==> config.mk <==
export PLATFORM = sky130hd
export DESIGN_NAME = health_tracker
export DESIGN_NICKNAME = d
export VERILOG_FILES = /design/src/rtl/health_tracker.sv
export SDC_FILE = /design/constraint.sdc
export NUM_CORES = 1
export LEC_CHECK = 0
export CAP_MARGIN = 20
export CORE_UTILIZATION = 35
export CTS_CLUSTER_DIAMETER = 50
export DETAILED_ROUTE_END_ITERATION = 10
export SKIP_CTS_REPAIR_TIMING = 1
export SKIP_LAST_GASP = 1
export SYNTH_ARGS = -nofsm -noshare
export SYNTH_HDL_FRONTEND = slang
export SYNTH_SLANG_ARGS = --single-unit
==> constraint.sdc <==
create_clock -name clk -period 3.65 [get_ports clk]
set_clock_uncertainty 0.05 [all_clocks]
set_input_delay 0.73 -clock clk [delete_from_list [all_inputs] [get_ports clk]]
set_output_delay 0.73 -clock clk [all_outputs]
set_load 0.01 [all_outputs]
==> src/rtl/health_tracker.sv <==
// health_tracker: player life bookkeeping.
// Turns the per-barrel collision vector into single hit events, decides
// whether the shield absorbs a hit or a life is lost, runs the post-hit
// invulnerability window with its blink toggle and flags game over.
// Every output is a flop; state_dbg mirrors the FSM state register.
module health_tracker #(
    parameter int LIVES         = 3,
    parameter int INVULN_CYCLES = 65_000_000,
    parameter int BLINK_CYCLES  = 8_125_000
) (
    input  logic       clk,
    input  logic       rst,
    input  logic       start_game,
    input  logic [9:0] hit,
    input  logic       is_shielded,
    output logic [2:0] lives,
    output logic       invulnerable,
    output logic       blink,
    output logic       shield_absorbed,
    output logic       game_over,
    output logic [1:0] state_dbg
);

    typedef enum logic [1:0] {
        S_IDLE   = 2'd0,
        S_ALIVE  = 2'd1,
        S_INVULN = 2'd2,
        S_DEAD   = 2'd3
    } state_t;

    localparam logic [2:0]  LIVES_INIT = 3'(LIVES);
    localparam logic [31:0] INV_LAST   = 32'(INVULN_CYCLES - 1);
    localparam logic [31:0] BLINK_LAST = 32'(BLINK_CYCLES - 1);

    state_t      state, state_nx;
    logic        hit_any, hit_any_q, hit_evt;
    logic [31:0] cnt, cnt_nx;
    logic [31:0] bcnt, bcnt_nx;
    logic [2:0]  lives_nx;
    logic        inv_nx, blink_nx, abs_nx, go_nx;

    // A collision held over several cycles must count once, so only the
    // rising edge of the OR-reduced vector is an event. Several bits rising
    // together collapse into that single edge.
    assign hit_any = |hit;
    assign hit_evt = hit_any & ~hit_any_q;

    assign state_dbg = state;

    // State, counters and all registered outputs.
    always_ff @(posedge clk or negedge rst) begin
        if (!rst) begin
            state           <= S_IDLE;
            hit_any_q       <= 1'b0;
            cnt             <= '0;
            bcnt            <= '0;
            lives           <= LIVES_INIT;
            invulnerable    <= 1'b0;
            blink           <= 1'b0;
            shield_absorbed <= 1'b0;
            game_over       <= 1'b0;
        end else begin
            state           <= state_nx;
            hit_any_q       <= hit_any;
            cnt             <= cnt_nx;
            bcnt            <= bcnt_nx;
            lives           <= lives_nx;
            invulnerable    <= inv_nx;
            blink           <= blink_nx;
            shield_absorbed <= abs_nx;
            game_over       <= go_nx;
        end
    end

    // Next-state and next-output logic. Dropping start_game overrides
    // everything, including a hit arriving in the same cycle.
    always_comb begin
        state_nx = state;
        cnt_nx   = cnt;
        bcnt_nx  = bcnt;
        lives_nx = lives;
        inv_nx   = invulnerable;
        blink_nx = blink;
        abs_nx   = 1'b0;
        go_nx    = game_over;

        if (!start_game) begin
            state_nx = S_IDLE;
            lives_nx = LIVES_INIT;
            cnt_nx   = '0;
            bcnt_nx  = '0;
            inv_nx   = 1'b0;
            blink_nx = 1'b0;
            go_nx    = 1'b0;
        end else begin
            case (state)
                S_IDLE: begin
                    lives_nx = LIVES_INIT;
                    inv_nx   = 1'b0;
                    blink_nx = 1'b0;
                    go_nx    = 1'b0;
                    state_nx = S_ALIVE;
                end

                S_ALIVE: begin
                    if (hit_evt) begin
                        if (is_shielded) begin
                            abs_nx   = 1'b1;
                            state_nx = S_INVULN;
                            inv_nx   = 1'b1;
                            cnt_nx   = '0;
                            bcnt_nx  = '0;
                            blink_nx = 1'b0;
                        end else if (lives <= 3'd1) begin
                            // Last life: go straight to DEAD with no window.
                            lives_nx = 3'd0;
                            state_nx = S_DEAD;
                            go_nx    = 1'b1;
                        end else begin
                            lives_nx = lives - 3'd1;
                            state_nx = S_INVULN;
                            inv_nx   = 1'b1;
                            cnt_nx   = '0;
                            bcnt_nx  = '0;
                            blink_nx = 1'b0;
                        end
                    end
                end

                S_INVULN: begin
                    // Hit edges are ignored here; hit_any_q keeps tracking, so
                    // a collision still held at exit is not a new edge.
                    if (cnt == INV_LAST) begin
                        state_nx = S_ALIVE;
                        cnt_nx   = '0;
                        bcnt_nx  = '0;
                        inv_nx   = 1'b0;
                        blink_nx = 1'b0;
                    end else begin
                        cnt_nx = cnt + 32'd1;
                        // bcnt tracks the position inside the current blink
                        // half-period, avoiding a modulo on cnt.
                        if (bcnt == BLINK_LAST) begin
                            bcnt_nx  = '0;
                            blink_nx = ~blink;
                        end else begin
                            bcnt_nx = bcnt + 32'd1;
                        end
                    end
                end

                S_DEAD: begin
                    lives_nx = 3'd0;
                    go_nx    = 1'b1;
                end

                default: begin
                    state_nx = S_IDLE;
                end
            endcase
        end
    end

endmodule

* Yosys cells after proc, flatten, opt, wreduce, memory -nomap -nowiden
Cells that the tools add are included.
** Word-level totals
- Register bits after elaboration :: 74
- Bits in latches :: 0
- Bits in writable memories :: 0
- Memory bits (read-only) :: 0
- Bits of input ports :: 14
- Output and inout port bits :: 9
- Logic and storage cells :: 81
- Memories kept :: 0
** Operators by class
- $add $sub $neg :: 3
- $mul :: 0
- Divide/modulo/power cells :: 0
- Order comparisons :: 1
- Eq/ne operators :: 14
- Shifts and indexed selects :: 0
- Multiplexer cells :: 43
- Bitwise logic cells :: 3
- Reductions and logical operators :: 8
** Operator list (number)
- 32-bit 2-to-1 mux :: 8
- 32-bit one-hot mux with 2 select lines :: 2
- 32-bit by 1-bit adder with 32-bit output, second input constant :: 2
- 32-bit by 23-bit equality test with 1-bit output, second input constant :: 1
- 32-bit by 26-bit equality test with 1-bit output, second input constant :: 1
- 1-bit 2-to-1 mux :: 21
- 3-bit 2-to-1 mux :: 4
- 3-bit != test, second input constant :: 4
- 4-bit AND reduction :: 3
- 10-bit OR reduction :: 1
- 1-bit one-hot mux with 3 select lines :: 3
- 3-bit one-hot mux with 3 select lines :: 1
- 3-bit AND reduction :: 3
- 4-bit by 1-bit != test with 1-bit output, second input constant :: 2
- 4-bit != test, second input constant :: 2
- 2-bit 2-to-1 mux :: 3
- 2-bit one-hot mux with 3 select lines :: 1
- 2-bit equality test, second input constant :: 2
- 3-bit by 1-bit less-or-equal comparator with 1-bit output, second input constant :: 1
- 3-bit by 1-bit != test with 1-bit output, second input constant :: 1
- 3-bit by 1-bit subtractor with 3-bit output, second input constant :: 1
- 2-bit by 1-bit equality test with 1-bit output, second input constant :: 1
- 2-bit logical NOT :: 1
- 1-bit NOT :: 2
- 1-bit AND :: 1

* Logic depth before layout (Yosys ltp)
- Word-level depth :: 6
- Mapped depth :: 10
- Gate-level depth less buffers :: 8

* Worst setup path after synthesis
OpenSTA, ideal clock, no wires.
- Path kind :: input port to flip-flop
- Start :: in hit[7]
- End :: reg bcnt[14]
- Arrival time :: 2544 ps
- Required time :: 3517 ps
- Path slack :: 973 ps
- Stages :: 7
- Path buffers :: 2
- Path through :: nor4_1 -> a311o_1 -> o211a_1 -> clkbuf_1 -> buf_1 -> a21oi_1 -> o21ai_0
** On the way
- Longest elaborated chain between the ends :: 4
** Ends and longest elaborated chain
- from (decl) :: line 14 : input logic [9:0] hit,
- 10-bit OR reduction :: line 45 : assign hit_any = |hit;
- 1-bit AND :: line 46 : assign hit_evt = hit_any & ~hit_any_q;
- 3-bit != test (no line)
- 3-bit AND reduction (no line)
- to (signal assigned) :: line 66 : bcnt <= bcnt_nx;
- to (decl) :: line 38 : logic [31:0] bcnt, bcnt_nx;
Every way passes these cells.
A chain may end at the register's enable or synchronous reset.

* Final worst setup path
- Start :: reg cnt[11]
- End :: reg bcnt[13]
** On the way
- Longest elaborated chain between the ends :: 4
** Ends and longest elaborated chain
- from (decl) :: line 37 : logic [31:0] cnt, cnt_nx;
- from (signal assigned) :: line 65 : cnt <= cnt_nx;
- 32-bit by 26-bit equality test with 1-bit output :: line 133 : if (cnt == INV_LAST) begin
- 32-bit 2-to-1 mux :: line 133
- 32-bit one-hot mux with 2 select lines :: line 96 : case (state)
- 32-bit 2-to-1 mux :: line 87 : if (!start_game) begin
Every way passes these cells.

==> impl_metrics.csv <==
group,metric,value,unit
synth,avgSynthCellArea,8.900,um2
timing,tightest_slew,0.9525,ns
clock_tree,clk_pin_slew_worst_paths,0.06,ns
timing,rsz0062_at_grt,"false",
floorplan,initial_utilization,36.30,%
global_route,grt_usage,17.74,%
timing,hold_viol,0,
route,wl,10750,um
floorplan,ios,23,
global_route,grt_max_degree,75,
floorplan,die_area,13010,um2
global_route,gr-total-overflow,0,
critical_path,crit_arrival,2.99,ns
clock_tree,numCtsBuffers,9,
global_route,grt_pass1_vias,3628,
synth,synth_flop_cell,"dfrtp_1",
critical_path,path_max_fanout,10,
timing,fmax,355.1,MHz
finish,fill_cells,1226,
placement,io_buffers,22,
route,wl_per_cell,15.49,um
power,p_leak,2.052,nW
floorplan,die-height,114.1,um
route,drc,0,
synth,yosysUniqueCellTypes,58,
timing,final-setup-viol-count,0,
timing,finalCritPeriodShare,77.15,%
critical_path,crit_path_end_kind,"flop",
critical_path,criticalPathCategory,"reg2reg",
clock_tree,clk_latency,0.34,ns
finish,multiInputGateArea,2356,um2
hold_path,hold_class,"reg2reg",
clock_tree,cts-root-buf,"clkbuf_16",
finish,drive_gt1_share,10.84,%
clock_tree,htree_levels,3,
timing,setup_tns,0,ns
synth,synth-edff-count,0,
finish,final_common_cell,"dfrtp_1",
timing,holdWs,0.4331,ns
placement,place_hpwl,7231,um
route,via_per_inst,5.455,
clock_tree,cts_tree,"built",
finish,fin_util,42.72,%
floorplan,chipWidth,114.1,um
global_route,grt_pass1_wl,18250,um
power,p_per_area,387.8,nW/um2
timing,slew_headroom,36.50,%
timing,period_needed,2.816,ns
finish,most-common-layout-cells,"dfrtp_1 (72), nand2_1 (46), nor2_1 (36)",
route,routed.top_layer,"met4",
flow_run,maxCapViolations,0,
critical_path,cp-start-kind,"flop",
status,status,"finished, final reports clean",
synth,ys_seq_area_share,42.17,%
route,drtIter0Drc,289,
clock_tree,cts.sinks,74,
synth,synth_cells,494,
power,ir_worst_vdd,0.2235,mV
synth,syn-num-nets,516,
synth,ys_async_sr_fraction,100.0,%
timing,drv_slew,0,
synth,syn-cell-area,4397,um2
route,num_vias,3786,
global_route,antenna_found_initial,0,
floorplan,rows,40,
route,met3_length,436,um
route,final_antenna_net_count,0,
placement,gp_congestion,0.8051,
synth,yosysWarnings,0,
finish,seq_area,1854,um2
route,wl_met2,4803,um
synth,ys_ff_latch,74,
route,met1Wirelength,5310,um
finish,fin_nets,543,
finish,area_growth,17.67,%
route,firstDrtPassIters,4,
clock_tree,clk_path_buf_depth,2,
finish,antenna_cells,0,
critical_path,required,3.83,ns
floorplan,core-area,12110,um2
## cell type report
type	instances	share of cell area, %
Clock buffer	12	5.151
Clock inverter	4	1.403
Inverter	19	1.378
Multi-Input combinational cell	380	45.54
Sequential cell	74	35.84
Tap cell	168	4.063
Timing Repair Buffer	37	6.626
## synthesized netlist by cell type, drive strengths merged (8+ instances only)
library cell	count	area share [%]
nand4	18	2.9
nand2	46	3.9
clkbuf	13	1.1
ha	8	2.3
dfrtp	72	41
nor3	22	2.6
or3	11	1.6
inv	19	1.6
o31ai	10	1.7
and3	15	2.1
nor4	19	3.3
o21ai	41	4.7
nor2	38	3.5
xnor2	14	2.8
and2	10	1.4
nand3	34	4.0
buf	8	1.5
a21oi	24	3.6
## worst max-delay path: stages (launching register included)
cell and delay (ns):
dfrtp_1 0.42, or4b_1 0.54, or4_4 0.52, nor4_4 0.46, nor3_2 0.24, buf_4 0.25, a21oi_1 0.14, o21ai_0 0.08
## sequential cells by signal, indices dropped and copies added (netlist names)
signal / cells
bcnt: 32
game_over: 1
hit_any_q: 1
invulnerable: 1
cnt: 32
state_dbg: 2
lives: 3
shield_absorbed: 1
blink: 1
## power breakdown
group / switching (mW) / internal, mW
clock network: 0.347 / 0.653
registers: 0.0111 / 0.834
logic: 0.0941 / 0.0665
## layer usage
metal,GRT usage [%],vias to the layer above
li1,-,1873
met1,25.60,1816
met2,26.38,84
met3,2.594,13
met4,7.706,0
met5,0,-
## metrics by stage
| step | instance area [um2] | cells | total power, mW | setup WS (ns) |
|---|---|---|---|---|
| 2_1_floorplan | 4397 | 494 | 0.9443 | 0.9732 |
| 3_3_place_gp | 4827 | 677 | 1.018 | 0.3622 |
| 3_5_place_dp | 4827 | 677 | 1.022 | 0.3004 |
| 4_1_cts | 5166 | 693 | 2.033 | 0.6484 |
| 5_1_grt | 5174 | 694 | 2.081 | 0.6432 |
| 6_report | 5174 | 694 | 2.006 | 0.8340 |
## cell families after synthesis
| group | after synthesis | synth area share (%) |
|---|---|---|
| flops | 74 | 42.17 |
| simple gates | 238 | 29.94 |
| mux | 7 | 1.622 |
| compound gates | 106 | 15.57 |
| buf+inv | 40 | 4.240 |
| fa+ha+maj | 8 | 2.277 |
| xor+xnor | 21 | 4.183 |
## path summary, 6_finish.rpt
| check | cells past startpoint | endpoint | start | slack [ns] |
|---|---|---|---|---|
| hold reg to reg | 1 | bcnt[17] | bcnt[17] | 0.43 |
| setup reg to reg | 7 | bcnt[13] | cnt[11] | 0.83 |
| max in group asynchronous | 1 | bcnt[24] | rst | 2.44 |
| min in group asynchronous | 1 | cnt[23] | rst | 0.48 |
| setup / recovery | 7 | bcnt[13] | cnt[11] | 0.83 |
| hold / removal | 1 | bcnt[17] | bcnt[17] | 0.43 |
(Power assumes the default switching activity.)
